## src/rtl/pwm_timebase_ctr.sv

```systemverilog
// pwm_timebase_ctr: prescaled edge/center-aligned PWM timebase with period-boundary shadow commit
module pwm_timebase_ctr #(
  parameter int CNT_WIDTH             = 32,
  parameter int PRESC_WIDTH           = 8,
  parameter int DEFAULT_PERIOD_CYCLES = 5000,
  parameter int RST_CNT_WHEN_DISABLED = 1
) (
  input  logic                   clk,
  input  logic                   rst,
  input  logic                   enable,
  input  logic                   center_mode,
  input  logic [CNT_WIDTH-1:0]   period_cycles,
  input  logic [PRESC_WIDTH-1:0] prescale_div,
  output logic [CNT_WIDTH-1:0]   cnt,
  output logic                   dir_down,
  output logic                   tick,
  output logic                   period_start,
  output logic                   period_end,
  output logic                   period_mid,
  output logic                   shadow_load
);
  localparam logic [CNT_WIDTH-1:0] ONE = CNT_WIDTH'(1);
  localparam logic [CNT_WIDTH-1:0] TWO = CNT_WIDTH'(2);
  // a default below 2 would itself be an illegal period, so clamp it like a request
  localparam logic [CNT_WIDTH-1:0] DEF_P = DEFAULT_PERIOD_CYCLES < 2 ? TWO : CNT_WIDTH'(DEFAULT_PERIOD_CYCLES);
  logic [CNT_WIDTH-1:0]   p, pe_req;
  logic [PRESC_WIDTH-1:0] d, presc;
  logic                   m, term;
  always_comb begin
    pe_req       = period_cycles == '0 ? DEF_P : period_cycles == ONE ? TWO : period_cycles;
    tick         = enable && !rst && presc == d;
    term         = m ? (dir_down && cnt == ONE) : (cnt == p - ONE);
    period_end   = tick && term;
    period_start = tick && cnt == '0 && !dir_down;
    period_mid   = tick && m && cnt == p;
    shadow_load  = period_end;
  end
  always_ff @(posedge clk) begin
    if (rst) begin
      p        <= DEF_P;
      d        <= '0;
      m        <= 1'b0;
      cnt      <= '0;
      dir_down <= 1'b0;
      presc    <= '0;
    end else if (!enable) begin
      if (RST_CNT_WHEN_DISABLED != 0) begin
        cnt      <= '0;
        dir_down <= 1'b0;
        presc    <= '0;
        p        <= pe_req;
        d        <= prescale_div;
        m        <= center_mode;
      end
    end else begin
      presc <= tick ? '0 : presc + 1'b1;
      if (period_end) begin
        cnt      <= '0;
        dir_down <= 1'b0;
        p        <= pe_req;
        d        <= prescale_div;
        m        <= center_mode;
      end else if (tick) begin
        if (m && !dir_down && cnt == p) begin
          cnt      <= cnt - ONE;
          dir_down <= 1'b1;
        end else begin
          cnt <= dir_down ? cnt - ONE : cnt + ONE;
        end
      end
    end
  end
endmodule
```

## config.mk

```make
export PLATFORM = sky130hd
export DESIGN_NAME = pwm_timebase_ctr
export DESIGN_NICKNAME = d
export VERILOG_FILES = /design/src/rtl/pwm_timebase_ctr.sv
export SDC_FILE = /design/constraint.sdc
export NUM_CORES = 1
export LEC_CHECK = 0
export BUFFER_PORTS_ARGS = -buffer_cell sky130_fd_sc_hd__buf_2
export CAP_MARGIN = 20
export CORE_MARGIN = 5
export CORE_UTILIZATION = 35
export DETAILED_ROUTE_END_ITERATION = 8
export SETUP_SLACK_MARGIN = 0.1
export SYNTH_ARGS = -nofsm -noshare
export SYNTH_HDL_FRONTEND = slang
export SYNTH_SLANG_ARGS = --single-unit
```

## constraint.sdc

```tcl
create_clock -name clk -period 4.25 [get_ports clk]
set_input_delay 0.2125 -clock clk [delete_from_list [all_inputs] [get_ports clk]]
set_output_delay 0.2125 -clock clk [all_outputs]
set_load 0.03 [all_outputs]
```

==> impl_results.md, run 1 <==
- Status: completed
- Worst Tran Pin Value: roughly 0.83 ns
- Placed Cells: roughly 960
- Layout Skew: 0.00735 ns
- Maximum fanout along the worst path: 9
- Type of the worst setup path: register to output port
- Resize count post-CTS: 0
- Row Count: 45
- Final Hold Fails: 0
- Cells after Synth: ~700
- Area taken by multi-input logic gates: between 3000 and 4000 um2
- Largest cells by area after synthesis: dfxtp_1 (30%), xnor2_1 (9.2%), nand3_1 (5.3%)
- Via/cell ratio: about 5.5
- Final Instance Count excl. Fillers: around 970
- Core area: 15300 um2
- Unrepaired setup endpoints after global routing: false
- Worst min path class: input port to register
- Pwr Density: around 290 nW/um2
- Storage cell area: between 1500 and 2000 um2
- Area leader, netlist: dfxtp_1
- VDD IR max: 0.178 mV
- Postcts setup bufs: 0
- Detailed Route WL: 16.7 mm
- Io pins: slightly above 80
- Crit end category: output port
- Slew headroom: approximately 44%
- # clock sinks: roughly 80
- Pin count of the biggest net entering global routing: 77
- Cts bufs inserted: 9
- Fmax: between 200 and 300 MHz
- MaxCap Viol Count: 0
- Arrival @ worst endpoint: between 3 and 4 ns
- Post-synth top flop: dfxtp_1
- Vias in the first global route: approximately 5100
- Final Max Tran Viols: 0
- Gr usage total: a little under a fifth
- Clk buf depth: 2
- # DRC: 0
- Static Leak: 0.00228 uW
- Depth of the worst hold-timing path: 3
- Die area: 18300 um2
- Port Buffers: 81
- Fill cell total of the finished layout: 1655
- DR pass1 iterations: 5
- Post-DRT Antenna Nets: 0
- Congestion Overflow GR: 0
- Commonest non-fill, non-tap cell in the layout: dfxtp_1
- Initial antenna violation count: 0
- Fin crit period: between 3 and 4 ns
- Die span in y: 135 um
- Placed wire-length estimate: 12.3 mm
- Reg2Reg Depth: 9
- Asr flop ratio synth: 0%
- Post-synth top area share: 29.9%
- Layout area overhead: 15.4%
- Initial drt markers: ~360
- Post-layout worst setup margin: between 0.4 and 0.5 ns
- CP Data Required Time: between 4 and 5 ns
- Commonest cells after routing, fill and taps aside: dfxtp_1 (82), buf_2 (81), xnor2_1 (58), nand3_1 (58), nor3_1 (56)
- CP Launch Type: register
- Tcrit/Tclk final: 89.4%
- Setup TNS: 0 ns
- Setup-failing EPs final: 0
- H-Tree Depth: 3
- Mapped Area: around 5500 um2
- CTS tree: yes
- Nets: 806
- Initial Util: about 36%
- Wire per inst: 17.2 um
- First-pass GRT wire length: ~27 mm
- Clock-pin slew of the registers on the worst-case setup and hold paths: around 0.060 ns
- Dpl ws: 0.710 ns
- Yosys warnings: 0
- Clk Latency, worst-skew pair: between 0.3 and 0.4 ns
- Flops & latches, synth: 82
- GPL Wtd Cong: just over 0.9
- Root Buffer Master: clkbuf_16
- Die Span X: ~140 um
- Sequential-to-total area share from yosys stat: 29.9%
- Number of synthesized flops with an enable pin: 0
- Via count: 5341
- Syn nets: between 700 and 800
- Ant diodes: 0
- Layout cell share with drive strength beyond 1: between 10% and 20%
- # hold bufs at CTS: 0
- Avg Inst Size Synth: 7.78 um2
- Yosys cell types: 60
-- flip-flops by register name, indices dropped and copies added (netlist names) --
signal,flops
m,1
dir_down,1
p,32
d,8
presc,8
cnt,32
-- report_power, final --
group	total, uW	internal [uW]	leakage (uW)	switching (uW)
sequential	829	792	0.000669	37.1
combinational	225	93.8	0.00147	131
clock	801	486	0.000145	314
total	1850	1370	0.00228	482
-- synth_stat cells, types with 5 or more instances --
cell type / n
buf_2: 6
nand2_1: 26
xor2_1: 29
xnor2_1: 58
nand4_1: 20
nor4_1: 25
dfxtp_1: 82
or4_1: 11
inv_1: 14
mux2i_1: 9
and2_1: 5
nor2_1: 50
o21ai_1: 31
ha_1: 6
nand2b_1: 12
o21ai_0: 12
a31oi_1: 6
clkbuf_1: 38
or3_1: 10
a21oi_1: 53
nand3_1: 58
nor3_1: 56
and3_1: 14
a22oi_1: 7
-- layout make-up --
class                   count  area share, %
multi-input cells         557           56.4
repair buffers             92           7.89
clock inverters             4          0.789
well taps                 211           4.16
clock buffers              12           4.04
flip-flops and latches     82           25.9
inverters                  14          0.829
-- per-layer routing --
metal	routed length, um	vias to the layer above	global-route usage (%)
met5	0	-	0
met4	289	0	5.99
met3	924	19	3.01
met2	7020	152	26.4
met1	8440	2471	27.8
li1	-	2699	-
-- per-stage QoR --
| stage | hold slack, ns | cell area, um2 | util (%) | power [uW] |
|---|---|---|---|---|
| after global routing | 0.137 | 6340 | 41.4 | 1940 |
| after global placement | 0.457 | 6030 | 39.4 | 1070 |
| final | 0.127 | 6340 | 41.4 | 1850 |
| after CTS | 0.119 | 6340 | 41.4 | 1870 |
| after detailed placement | 0.463 | 6030 | 39.4 | 1070 |
| after floorplan | 0.374 | 5490 | - | 995 |
-- path summary, 6_finish.rpt --
kind                         from     endpoint  slack (ns)
setup / recovery             p[5]  shadow_load        0.45
hold / removal    prescale_div[0]         d[0]        0.13
setup reg to reg             p[5]         p[0]        0.65
hold reg to reg          presc[0]     presc[0]        0.47
-- critical path, cell delays in order (launching register included) --
cell       delay [ns]
dfxtp_1          0.41
nor4_1           0.63
a31oi_1          0.15
or4_1            0.53
a2111o_1         0.32
a2111oi_2        0.49
and3_1           0.24
a21oi_1          0.08
nor2_1           0.16
buf_2            0.23
-- kinds of logic (layout without fill, tap and decap cells) --
logic type | after synthesis | count (layout) | share of synthesized area, %
AND/OR/NAND/NOR | 314 | 314 | 31.4
AO/OA/AOI/OAI | 140 | 140 | 16.0
XOR/XNOR | 88 | 88 | 14.3
flip-flops | 82 | 82 | 29.9
buffers and inverters | 67 | 122 | 5.47
multiplexers | 9 | 9 | 1.64
adder cells (fa/ha/maj) | 6 | 6 | 1.37
(Power assumes the default switching activity.)
==> inputs of run 2 (changes only) <==
- BUFFER_PORTS_ARGS: -buffer_cell sky130_fd_sc_hd__buf_2 -> -buffer_cell sky130_fd_sc_hd__buf_4
==> run 2 against run 1 <==
  * Combinational power grew 5%
  * Register-to-register slack gained 0.07 ns
  * Worst hold slack gained 0.0070 ns
  * Sequential power about the same
  * Largest power group is now clock
==> impl_results.md, run 2 (synthesis results as in run 1) <==
- Status: completed
- Static Leak: 0.00234 uW
- Initial drt markers: between 400 and 500
- Tcrit/Tclk final: slightly below 90%
- Clk Latency, worst-skew pair: ~0.35 ns
- Via/cell ratio: 5.59
- CP Data Required Time: 4.04 ns
- Detailed Route WL: 16.9 mm
- Initial antenna violation count: 0
- Via count: between 5000 and 6000
- CP Launch Type: register
- Gr usage total: between 10% and 20%
- Die area: between 15000 and 20000 um2
- Congestion Overflow GR: 0
- Placed Cells: 960
- Clock-pin slew of the registers on the worst-case setup and hold paths: ~0.06 ns
- Fin crit period: 3.72 ns
- Psw: 477 uW
- Type of the worst setup path: register to output port
- Layout Skew: around 0.0063 ns
- Fmax: ~270 MHz
- Postcts setup bufs: 0
- CTS tree: yes
- # clock sinks: 82
- Setup TNS: 0 ns
- Die span in y: about 140 um
- Biggest regs: cnt (32), p (32)
- Worst min path class: input port to register
- Row Count: 45
- Wire per inst: around 17 um
- Comb pwr share: 12.5%
- Resize count post-CTS: 0
- Arrival @ worst endpoint: 3.50 ns
- Unrepaired setup endpoints after global routing: false
- Register share of total power: 43.7%
- Root Buffer Master: clkbuf_16
- Pin count of the biggest net entering global routing: just under 80
- H-Tree Depth: 3
- Crit end category: output port
- Cts bufs inserted: 9
- Core area: approximately 15000 um2
- Final Hold Fails: 0
- Switching share of total power: 25.2%
- Pwr Density: 289 nW/um2
- First-pass GRT wire length: between 20 and 30 mm
- Vias in the first global route: 5092
- Commonest non-fill, non-tap cell in the layout: buf_4
- Initial Util: 35.9%
- Commonest cells after routing, fill and taps aside: buf_4 (96), dfxtp_1 (82), xnor2_1 (58), nand3_1 (58), nor3_1 (56)
- GPL Wtd Cong: approximately 0.94
- Ant diodes: 0
- Io pins: a little over 80
- Placed wire-length estimate: 12.6 mm
- Internal power: about 1400 uW
- Layout cell share with drive strength beyond 1: between 10% and 20%
- Final Instance Count excl. Fillers: just under 1000
- Die Span X: about 140 um
- MaxCap Viol Count: 0
- Maximum fanout along the worst path: 5
- VDD IR max: 0.172 mV
- Clk buf depth: 2
- # hold bufs at CTS: 0
- Final core occ: a little over two fifths
- Slew headroom: approximately 45%
- Clk pwr share: a little over two fifths
- Final Max Tran Viols: 0
- Setup-failing EPs final: 0
- DR pass1 iterations: 5
- Worst Tran Pin Value: between 0.8 and 0.9 ns
- Port Buffers: around 80
- # DRC: 0
- Post-DRT Antenna Nets: 0
- Nets: ~800
- Layout area overhead: 19.4%
[run 2: path summary, 6_finish.rpt]
path / startpoint / end / slack [ns] / cells past startpoint
worst max-delay path: p[1] / shadow_load / 0.53 / 11
worst min-delay path: period_cycles[3] / p[3] / 0.13 / 3
worst max register to register: p[1] / p[0] / 0.72 / 11
worst min register to register: presc[0] / presc[0] / 0.47 / 1
[run 2: critical path, stage by stage (launching register included)]
cell and delay, ns:
dfxtp_1 0.44, inv_1 0.07, ha_1 0.29, xnor2_1 0.12, or3_1 0.31, or4_1 0.47
a2111o_1 0.31, a2111oi_2 0.46, and3_1 0.25, a21oi_1 0.09, nor2_1 0.16, buf_4 0.19
[run 2: metrics by stage]
| stage | hold slack [ns] | power (uW) | worst slack, ns | instance area (um2) |
|---|---|---|---|---|
| after global routing | 0.146 | 1980 | 0.269 | 6560 |
| after CTS | 0.126 | 1920 | 0.519 | 6560 |
| after detailed placement | 0.466 | 1080 | 0.756 | 6250 |
| final | 0.134 | 1900 | 0.535 | 6560 |
| after global placement | 0.462 | 1080 | 0.799 | 6250 |
| after floorplan | 0.374 | 995 | 0.751 | 5490 |
[run 2: area by class of cell]
| type | count | area [um2] |
|---|---|---|
| Clock buffer | 11 | 243 |
| Clock inverter | 3 | 65.1 |
| Fill cell | 1619 | 8750 |
| Inverter | 14 | 52.6 |
| Multi-Input combinational cell | 557 | 3580 |
| Sequential cell | 82 | 1640 |
| Tap cell | 211 | 264 |
| Timing Repair Buffer | 96 | 721 |
[run 2: power by group through the flow]
| stage | sequential, uW | clock, uW | combinational (uW) |
|---|---|---|---|
| after global routing | 833 | 883 | 262 |
| after CTS | 828 | 853 | 237 |
| final | 829 | 831 | 237 |
| after global placement | 845 | 0 | 236 |
| after detailed placement | 845 | 0 | 236 |
| after floorplan | 829 | 0 | 166 |
[run 2: per-layer routing]
layer | up-vias | track usage [%] | routed length (um)
met5 | - | 0 | 0
met4 | 0 | 6.49 | 374
met3 | 28 | 4.09 | 1110
met2 | 188 | 26.0 | 6970
met1 | 2518 | 28.0 | 8430
li1 | 2707 | - | -
